<file path="src/rtl/timer_scheduler_pkg.sv">
// Shared types and helpers for the timer scheduler: FSM state encoding and
// the round-robin index width.
package timer_sched_pkg;

    typedef enum logic [1:0] {
        IDLE   = 2'd0,
        RUN    = 2'd1,
        FINISH = 2'd2
    } sched_state_e;

    // Keeps the owner/pointer registers at least one bit wide.
    function automatic int rr_idx_w(input int n);
        return (n > 1) ? $clog2(n) : 1;
    endfunction

endpackage

</file>
<file path="src/rtl/timer_scheduler_if.sv">
// Requester-side bundle of the timer scheduler: level requests with their
// intervals in, grant/done/busy and the live counter out.
interface timer_scheduler_if #(
    parameter int NUM_REQ = 4,
    parameter int WIDTH   = 8
);
    logic [NUM_REQ-1:0]       req;
    logic [NUM_REQ*WIDTH-1:0] interval;
    logic [NUM_REQ-1:0]       grant;
    logic [NUM_REQ-1:0]       done;
    logic                     busy;
    logic [WIDTH-1:0]         count;

    modport master (
        output req, interval,
        input  grant, done, busy, count
    );

    modport slave (
        input  req, interval,
        output grant, done, busy, count
    );
endinterface

</file>
<file path="src/rtl/timer_scheduler_interval_counter.sv">
// Shared interval up-counter: synchronous clear has priority over enable;
// hit flags the terminal value for the scheduler FSM.
module interval_counter #(
    parameter int WIDTH = 8
) (
    input  logic             clk,
    input  logic             rst_n,
    input  logic             clr_i,
    input  logic             enb_i,
    input  logic [WIDTH-1:0] target_i,
    output logic [WIDTH-1:0] count_o,
    output logic             hit_o
);
    logic [WIDTH-1:0] count_q, count_d;

    always_comb begin
        count_d = count_q;
        if (clr_i) begin
            count_d = '0;
        end else if (enb_i) begin
            count_d = count_q + 1'b1;
        end
    end

    always_ff @(posedge clk or negedge rst_n) begin
        if (!rst_n) begin
            count_q <= '0;
        end else begin
            count_q <= count_d;
        end
    end

    assign count_o = count_q;
    assign hit_o   = (count_q == target_i);
endmodule

</file>
<file path="src/rtl/timer_scheduler.sv">
// Round-robin owner of one shared interval counter; the granted requester's
// interval is run out and answered with a single-cycle done pulse.
//   state  | meaning
//   IDLE   | no owner; pick the next requester at or after rr_ptr
//   RUN    | counting 0..target for the owner; withdrawal aborts
//   FINISH | done pulse to the owner, grant still held
module timer_scheduler
    import timer_sched_pkg::*;
#(
    parameter int NUM_REQ = 4,
    parameter int WIDTH   = 8
) (
    input  logic           clk,
    input  logic           rst_n,
    timer_scheduler_if.slave bus
);
    localparam int IDX_W = rr_idx_w(NUM_REQ);

    sched_state_e       state_q, state_d;
    logic [NUM_REQ-1:0] grant_q, grant_d;
    logic [IDX_W-1:0]   owner_q, owner_d;
    logic [IDX_W-1:0]   rr_ptr_q, rr_ptr_d;
    logic [WIDTH-1:0]   target_q, target_d;
    logic [IDX_W-1:0]   pick_idx, next_ptr;
    logic               pick_found;
    logic               cnt_clr, cnt_enb, cnt_hit;
    logic [WIDTH-1:0]   cnt_val;

    // Masked pass from rr_ptr upward, then unmasked fallback for the wrap.
    always_comb begin
        pick_idx   = '0;
        pick_found = 1'b0;
        for (int i = 0; i < NUM_REQ; i++) begin
            if (!pick_found && bus.req[i] && (i >= int'(rr_ptr_q))) begin
                pick_idx   = i[IDX_W-1:0];
                pick_found = 1'b1;
            end
        end
        for (int i = 0; i < NUM_REQ; i++) begin
            if (!pick_found && bus.req[i]) begin
                pick_idx   = i[IDX_W-1:0];
                pick_found = 1'b1;
            end
        end
    end

    assign next_ptr = (owner_q == IDX_W'(NUM_REQ - 1)) ? '0 : owner_q + 1'b1;

    always_comb begin
        state_d  = state_q;
        grant_d  = grant_q;
        owner_d  = owner_q;
        rr_ptr_d = rr_ptr_q;
        target_d = target_q;
        case (state_q)
            IDLE: begin
                if (pick_found) begin
                    state_d           = RUN;
                    grant_d           = '0;
                    grant_d[pick_idx] = 1'b1;
                    owner_d           = pick_idx;
                    target_d          = bus.interval[pick_idx*WIDTH +: WIDTH];
                end
            end
            RUN: begin
                // Withdrawal wins even on the terminal cycle: no done is owed.
                if (!bus.req[owner_q]) begin
                    state_d  = IDLE;
                    grant_d  = '0;
                    rr_ptr_d = next_ptr;
                end else if (cnt_hit) begin
                    state_d = FINISH;
                end
            end
            FINISH: begin
                state_d  = IDLE;
                grant_d  = '0;
                rr_ptr_d = next_ptr;
            end
            default: begin
                state_d = IDLE;
                grant_d = '0;
            end
        endcase
    end

    always_ff @(posedge clk or negedge rst_n) begin
        if (!rst_n) begin
            state_q  <= IDLE;
            grant_q  <= '0;
            owner_q  <= '0;
            rr_ptr_q <= '0;
            target_q <= '0;
        end else begin
            state_q  <= state_d;
            grant_q  <= grant_d;
            owner_q  <= owner_d;
            rr_ptr_q <= rr_ptr_d;
            target_q <= target_d;
        end
    end

    // Counter holds at target in FINISH so it never passes the interval.
    assign cnt_enb = (state_q == RUN) && !cnt_hit;
    assign cnt_clr = (state_d != state_q) && (state_d != FINISH);

    interval_counter #(.WIDTH(WIDTH)) u_counter (
        .clk      (clk),
        .rst_n    (rst_n),
        .clr_i    (cnt_clr),
        .enb_i    (cnt_enb),
        .target_i (target_q),
        .count_o  (cnt_val),
        .hit_o    (cnt_hit)
    );

    assign bus.grant = grant_q;
    assign bus.done  = (state_q == FINISH) ? grant_q : '0;
    assign bus.busy  = (state_q != IDLE);
    assign bus.count = cnt_val;
endmodule

</file>
<file path="src/flat_wrapper.sv">
// flat-port wrapper written by rule: the top's interface ports become plain ports
module timer_scheduler_flat import timer_sched_pkg::*;
#(
    parameter int NUM_REQ = 4,
    parameter int WIDTH   = 8
)
  (clk, rst_n, bus_req, bus_interval, bus_grant, bus_done, bus_busy, bus_count);
  timer_scheduler_if #(.NUM_REQ(NUM_REQ), .WIDTH(WIDTH)) bus_i ();
  input  logic clk;
  input  logic rst_n;
  input wire logic [$bits(bus_i.req)-1:0] bus_req;
  input wire logic [$bits(bus_i.interval)-1:0] bus_interval;
  output wire logic [$bits(bus_i.grant)-1:0] bus_grant;
  output wire logic [$bits(bus_i.done)-1:0] bus_done;
  output wire logic [$bits(bus_i.busy)-1:0] bus_busy;
  output wire logic [$bits(bus_i.count)-1:0] bus_count;
  assign bus_i.req = bus_req;
  assign bus_i.interval = bus_interval;
  assign bus_grant = bus_i.grant;
  assign bus_done = bus_i.done;
  assign bus_busy = bus_i.busy;
  assign bus_count = bus_i.count;
  timer_scheduler #(.NUM_REQ(NUM_REQ), .WIDTH(WIDTH)) u_core (.clk(clk), .rst_n(rst_n), .bus(bus_i));
endmodule
</file>
<file path="config.mk">
export PLATFORM = sky130hd
export DESIGN_NAME = timer_scheduler_flat
export DESIGN_NICKNAME = d
export VERILOG_FILES = /design/src/rtl/timer_scheduler_pkg.sv /design/src/rtl/timer_scheduler_if.sv /design/src/rtl/timer_scheduler_interval_counter.sv /design/src/rtl/timer_scheduler.sv /design/src/flat_wrapper.sv
export SDC_FILE = /design/constraint.sdc
export NUM_CORES = 1
export LEC_CHECK = 0
export CAP_MARGIN = 5
export CORE_MARGIN = 10
export CORE_UTILIZATION = 46
export CTS_CLUSTER_SIZE = 12
export DETAILED_ROUTE_END_ITERATION = 10
export PLACE_DENSITY = 0.81
export SYNTH_ARGS = -nofsm -noshare
export SYNTH_HDL_FRONTEND = slang
export SYNTH_HIERARCHICAL = 1
export SYNTH_SLANG_ARGS = --single-unit
</file>
<file path="constraint.sdc">
create_clock -name clk -period 6.6 [get_ports clk]
set_clock_uncertainty 0.15 [all_clocks]
set_input_delay 1.65 -clock clk [delete_from_list [all_inputs] [get_ports clk]]
set_output_delay 1.65 -clock clk [all_outputs]
set_load 0.02 [all_outputs]
</file>
### After elaboration in Yosys (flattened, before gate mapping)

Index checks and enable logic that the tools add are counted.

* multiply operators: 0
* eq/ne operators: 8
* $add $sub $neg: 2
* bitwise gates (word level): 0
* shift operators: 1
* order comparisons: 6
* mux-type cells: 32
* reductions and logical operators: 28
* divide/modulo/power cells: 0

Operators by type and width (number)
* variable part select 32 x 6 -> 8 bit: 1
* two-way mux 2 bit: 11
* two-way mux 8 bit: 2
* logical AND 1 bit: 13
* two-way mux 4 bit: 3
* two-way mux 1 bit: 11
* adder 8 x 1 -> 8 bit, second input constant: 1
* == test 8 bit: 1
* logical NOT 1 bit: 8
* one-hot mux 2 bit (2 select lines): 2
* one-hot mux 4 bit (2 select lines): 1
* < comparator 2 x 3 -> 1 bit, second input constant: 2
* AND reduction 2 bit: 3
* nonzero test 2 bit: 3
* == test 2 bit, second input constant: 2
* >= comparator 1 x 2 -> 1 bit, first input constant: 2
* inequality test 2 bit, second input constant: 2
* adder 2 x 1 -> 2 bit, second input constant: 1
* binary-select mux 1 bit (select 2 bit): 1
* demux 1 bit (select 2 bit): 1
* == test 2 x 1 -> 1 bit, second input constant: 1
* >= comparator 2 x 1 -> 1 bit, second input constant: 1
* >= comparator 2 bit, first input constant: 1
* logical NOT 2 bit: 1
* 2 further kinds: 2

* output and inout port bits: 17
* memories: 0
* logic and storage cells: 83
* RAM bits: 0
* latch bits: 0
* memory bits (read-only): 0
* input port bits: 38
* flip-flop bits (word level): 26

### Depth between registers and ports, before layout

* depth in word-level cells: 32
* depth in mapped cells: 9
* gate-level depth less buffers: 7

### Cells and area by module

Netlist, hierarchy kept.

Modules (own cells, without submodules)
* timer_scheduler: area an instance 1078.5 µm², cells an instance 99, sequential area each 450.4 µm², times used 1
* interval_counter: area an instance 476.7 µm², cells an instance 49, sequential area each 200.2 µm², times used 1

### Worst setup path after synthesis

OpenSTA, ideal clock, no wires.

* kind: input to register
* from: input bus_req[3]
* to: register u_core.u_counter.count_q[6] (netlist: u_core/u_counter/count_o[6])
* path slack: 3198 ps
* buffers on the path: 1
* cell stages on the path: 8
* arrival time: 3175 ps
* cells stage by stage: mux4_2 mux2i_1 nor2_1 inv_1 buf_4 o2111ai_2 or3_1 a21oi_1

* word-level cells in the longest chain between the ends: 19

Ends and longest elaborated chain
* start, declared: RTL line flat_wrapper.sv:11 `input wire logic [$bits(bus_i.req)-1:0] bus_req;`
* logical AND 1 bit: RTL line timer_scheduler.sv:34 `if (!pick_found && bus.req[i] && (i >= int'(rr_ptr_q))) begin`
* two-way mux 1 bit: RTL line timer_scheduler.sv:34
* logical NOT 1 bit: RTL line timer_scheduler.sv:40 `if (!pick_found && bus.req[i]) begin`
* logical AND 1 bit: RTL line timer_scheduler.sv:40
* two-way mux 1 bit: RTL line timer_scheduler.sv:40
* logical NOT 1 bit: RTL line timer_scheduler.sv:40
* logical AND 1 bit: RTL line timer_scheduler.sv:40
* two-way mux 1 bit: RTL line timer_scheduler.sv:40
* [... 4 more ...]
* logical AND 1 bit: RTL line timer_scheduler.sv:40
* two-way mux 1 bit: RTL line timer_scheduler.sv:40
* two-way mux 2 bit: RTL line timer_scheduler.sv:57 `if (pick_found) begin`
* one-hot mux 2 bit (2 select lines) (*): RTL line timer_scheduler.sv:55 `case (state_q)`
* inequality test 2 bit: RTL line timer_scheduler.sv:105 `assign cnt_clr = (state_d != state_q) && (state_d != FINISH);`
* logical AND 1 bit (*): RTL line timer_scheduler.sv:105
* net u_core.cnt_clr: RTL line timer_scheduler.sv:26 `logic cnt_clr, cnt_enb, cnt_hit;`
* two-way mux 8 bit or nonzero test 2 bit (tied branches)
* end signal, assigned: RTL line timer_scheduler_interval_counter.sv:29 `count_q <= count_d;`
* end, declared: RTL line timer_scheduler_interval_counter.sv:14 `logic [WIDTH-1:0] count_q, count_d;`

The timed path passes the listed nets; every way through them passes the cells marked *. The select of a mux whose other input is x is not followed.
A chain may end at the register's enable or synchronous reset.

### Worst setup path after layout

* from: input bus_req[3]
* to: register u_core.target_q[7]

* word-level cells in the longest chain between the ends: 15

Ends and longest elaborated chain
* logical AND 1 bit: RTL line timer_scheduler.sv:34
* two-way mux 1 bit: RTL line timer_scheduler.sv:34
* logical NOT 1 bit: RTL line timer_scheduler.sv:40
* logical AND 1 bit: RTL line timer_scheduler.sv:40
* two-way mux 1 bit: RTL line timer_scheduler.sv:40
* logical NOT 1 bit: RTL line timer_scheduler.sv:40
* logical AND 1 bit: RTL line timer_scheduler.sv:40
* two-way mux 1 bit: RTL line timer_scheduler.sv:40
* logical NOT 1 bit: RTL line timer_scheduler.sv:40
* logical AND 1 bit: RTL line timer_scheduler.sv:40
* two-way mux 1 bit: RTL line timer_scheduler.sv:40
* logical NOT 1 bit: RTL line timer_scheduler.sv:40
* logical AND 1 bit: RTL line timer_scheduler.sv:40
* two-way mux 2 bit or two-way mux 1 bit (tied branches): RTL line timer_scheduler.sv:40
* variable part select 32 x 6 -> 8 bit or AND reduction 2 bit (tied branches)
* end signal, assigned: RTL line timer_scheduler.sv:99 `target_q <= target_d;`
* end, declared: RTL line timer_scheduler.sv:23 `logic [WIDTH-1:0] target_q, target_d;`

Parallel ways exist; a longest one is shown, timed or not.

==> metrics.yaml <==
outcome: "complete, no violations"
worstRegToRegCells: 4
diodes: 0
synthMuxAreaShare: 0.177
async_flop_share: 1.00
hpwlAfterDp_mm: 3.29
die_area_um2: 6110
min_period_ns: 3.92
end_kind: "flop"
synthAdderAreaFrac: 0.0161
first_global_vias: 1490
fin_cells: 245
min_path_cells: 2
synth_simple_gate_area_frac: 0.138
grt_max_degree: 27
clk_pin_slew_ns: 0.14
initial_utilization: 0.470
cts.path.max_buffers: 2
synth-xor-area-share: 0.0676
clk_latency_ns: 0.31
firstDrtPassIters: 4
ys_types: 39
whs_ns: 0.394
dp_cells: 242
period_share: 0.594
numPortBuffers: 54
crit_type: "in2reg"
dr.first_iter.drc_count: 94
htree_levels: 1
viasPerCell: 5.57
synthesis.area_um2: 1560
finalWirelength_mm: 4.14
required_ns: 6.59
total_power_uw: 691
tns_ns: 0
synth_compound_area_frac: 0.150
postCtsHoldBufs: 0
numCtsBuffers: 3
cts_setup_buffers: 0
gp_congestion: 0.814
worstPathArrival_ns: 3.91
synth_top_family_by_area: "multiplexers"
slew_viol_final: 0
slew_headroom: 0.114
die_w_um: 78.1
ant_nets: 0
critPathLaunchType: "primary input"
drive_gt1_frac: 0.0955
path_max_fanout: 11
drc: 0
fp.dieH_um: 78.1
utilization: 0.644
ir_drop_mv: 0.130
synth-edff-count: 0
setup_viol: 0
hold_class: "reg2reg"
grt_remaining_overflow: 0
hold_viol_final: 0
clkSinkCount: 26
grt_first_pass_wirelength_mm: 6.91
cts_root_buffer: "clkbuf_4"
cts_tree: "done"
cts_resized: 0
max_freq_mhz: 255
pin_count: 55
nNetsFinal: 241
power_density_nw_per_um2: 324
maxCapViolCount: 0
avgSynthCellArea_um2: 10.5
yosysWarningCount: 6
antenna_found_initial: 0
area_delta_synth_final_pct: 37.1
row_count: 21
synthCells: 148
ys.flop_type: "dfrtp_1"
p_leak_nw: 0.884
vias: 1365
ys_ff_latch: 26
rsz0062_at_grt: "false"
yosysSeqAreaShare: 0.418
tightest_slew_ns: 1.32
grt.total_usage: 0.133
wl_per_cell_um: 16.9
core_region_area_um2: 3310
syn_nets: 188
[per-layer routing]
layer  vias to the layer above  GRT usage  wire (µm)
met3                         6     0.0239        225
met5                         -          0          0
met1                       663      0.149       1670
met4                         0     0.0556         72
met2                        51      0.239       2170
li1                        645          -          -
[cell usage in the layout (no fill, tap or decap), types with 2 or more instances in the layout]
cell,instances
a21oi_1,10
a22o_1,2
and2_1,4
clkbuf_4,3
clkdlybuf4s50_1,54
dfrtp_1,26
ha_1,2
inv_1,2
mux2_2,2
mux2_4,8
mux2i_1,11
nand2_1,10
nand4_1,5
nor2_1,11
o21ai_0,6
o22ai_1,9
or2_2,2
or3_1,3
xnor2_1,9
xor2_1,3
[flip-flops by register name, summed over array words and instances, names as in the netlist]
name and flops:
u_core/rr_ptr_q 2, u_core/target_q 8, u_core/bus.grant 4, u_core/u_counter/count_o 8, u_core/state_q 2, u_core/owner_q 2
[area by class of cell]
cell class	count	area, µm²
fillers	299	1180
multi-input cells	114	853
flip-flops and latches	26	651
repair buffers	54	541
well taps	46	57.6
clock buffers	3	22.5
inverters	2	7.51
[path summary, 6_finish.rpt]
| path | from | endpoint | slack (ns) |
|---|---|---|---|
| min in group asynchronous | rst_n | u_core/u_counter/count_o[0]$_DFFE_PN0P_ | 1.79 |
| worst max-delay path | bus_req[3] | u_core/target_q[7]$_DFFE_PN0P_ | 2.68 |
| max in group asynchronous | rst_n | u_core/target_q[5]$_DFFE_PN0P_ | 3.82 |
| worst min register to register | u_core/bus.grant[0]$_DFFE_PN0P_ | u_core/bus.grant[0]$_DFFE_PN0P_ | 0.39 |
| worst max register to register | u_core/state_q[1]$_DFF_PN0_ | u_core/target_q[7]$_DFFE_PN0P_ | 3.95 |
| worst min-delay path | u_core/bus.grant[0]$_DFFE_PN0P_ | u_core/bus.grant[0]$_DFFE_PN0P_ | 0.39 |
[synth_stat cells (all sizes together), types with 2 or more instances]
master  instances  area share
or2             2      0.0080
or3             3       0.012
mux2           10       0.092
inv             2      0.0048
dfrtp          26        0.42
nor2           12       0.031
nand2          10       0.024
xnor2           9       0.051
mux2i          11       0.071
xor2            3       0.017
and2            4       0.016
a22o            2       0.011
buf             5       0.025
o22ai           9       0.036
nand4           5       0.020
ha              2       0.016
a21oi          10       0.032
o21ai           7       0.025
[logic make-up after synthesis]
group | count (synthesis)
AOI/OAI and AO/OA | 36
adders and majority gates | 2
and+or+nand+nor | 42
xor gates and xnor gates | 12
DFF | 26
buffers and inverters | 8
muxes | 22
[worst max-delay path, stage by stage]
cell             delay (ns)
clkdlybuf4s50_1        0.57
nor4_1                 0.12
or2_2                  0.35
nor3_1                 1.06
a21oi_1                0.16
[metrics by stage]
step / instance area, µm² / setup slack (ns)
final: 2130 / 2.68
after global routing: 2130 / 2.54
after CTS: 2130 / 2.69
after detailed placement: 2110 / 2.36
after global placement: 2110 / 2.54
after floorplan: 1560 / 3.20
[report_power, final]
part           total [mW]  switching [mW]  internal, mW
Clock              0.0659          0.0446        0.0213
Sequential          0.269          0.0560         0.213
Combinational       0.356           0.178         0.179
No activity file was read; power rests on OpenSTA's default activity.
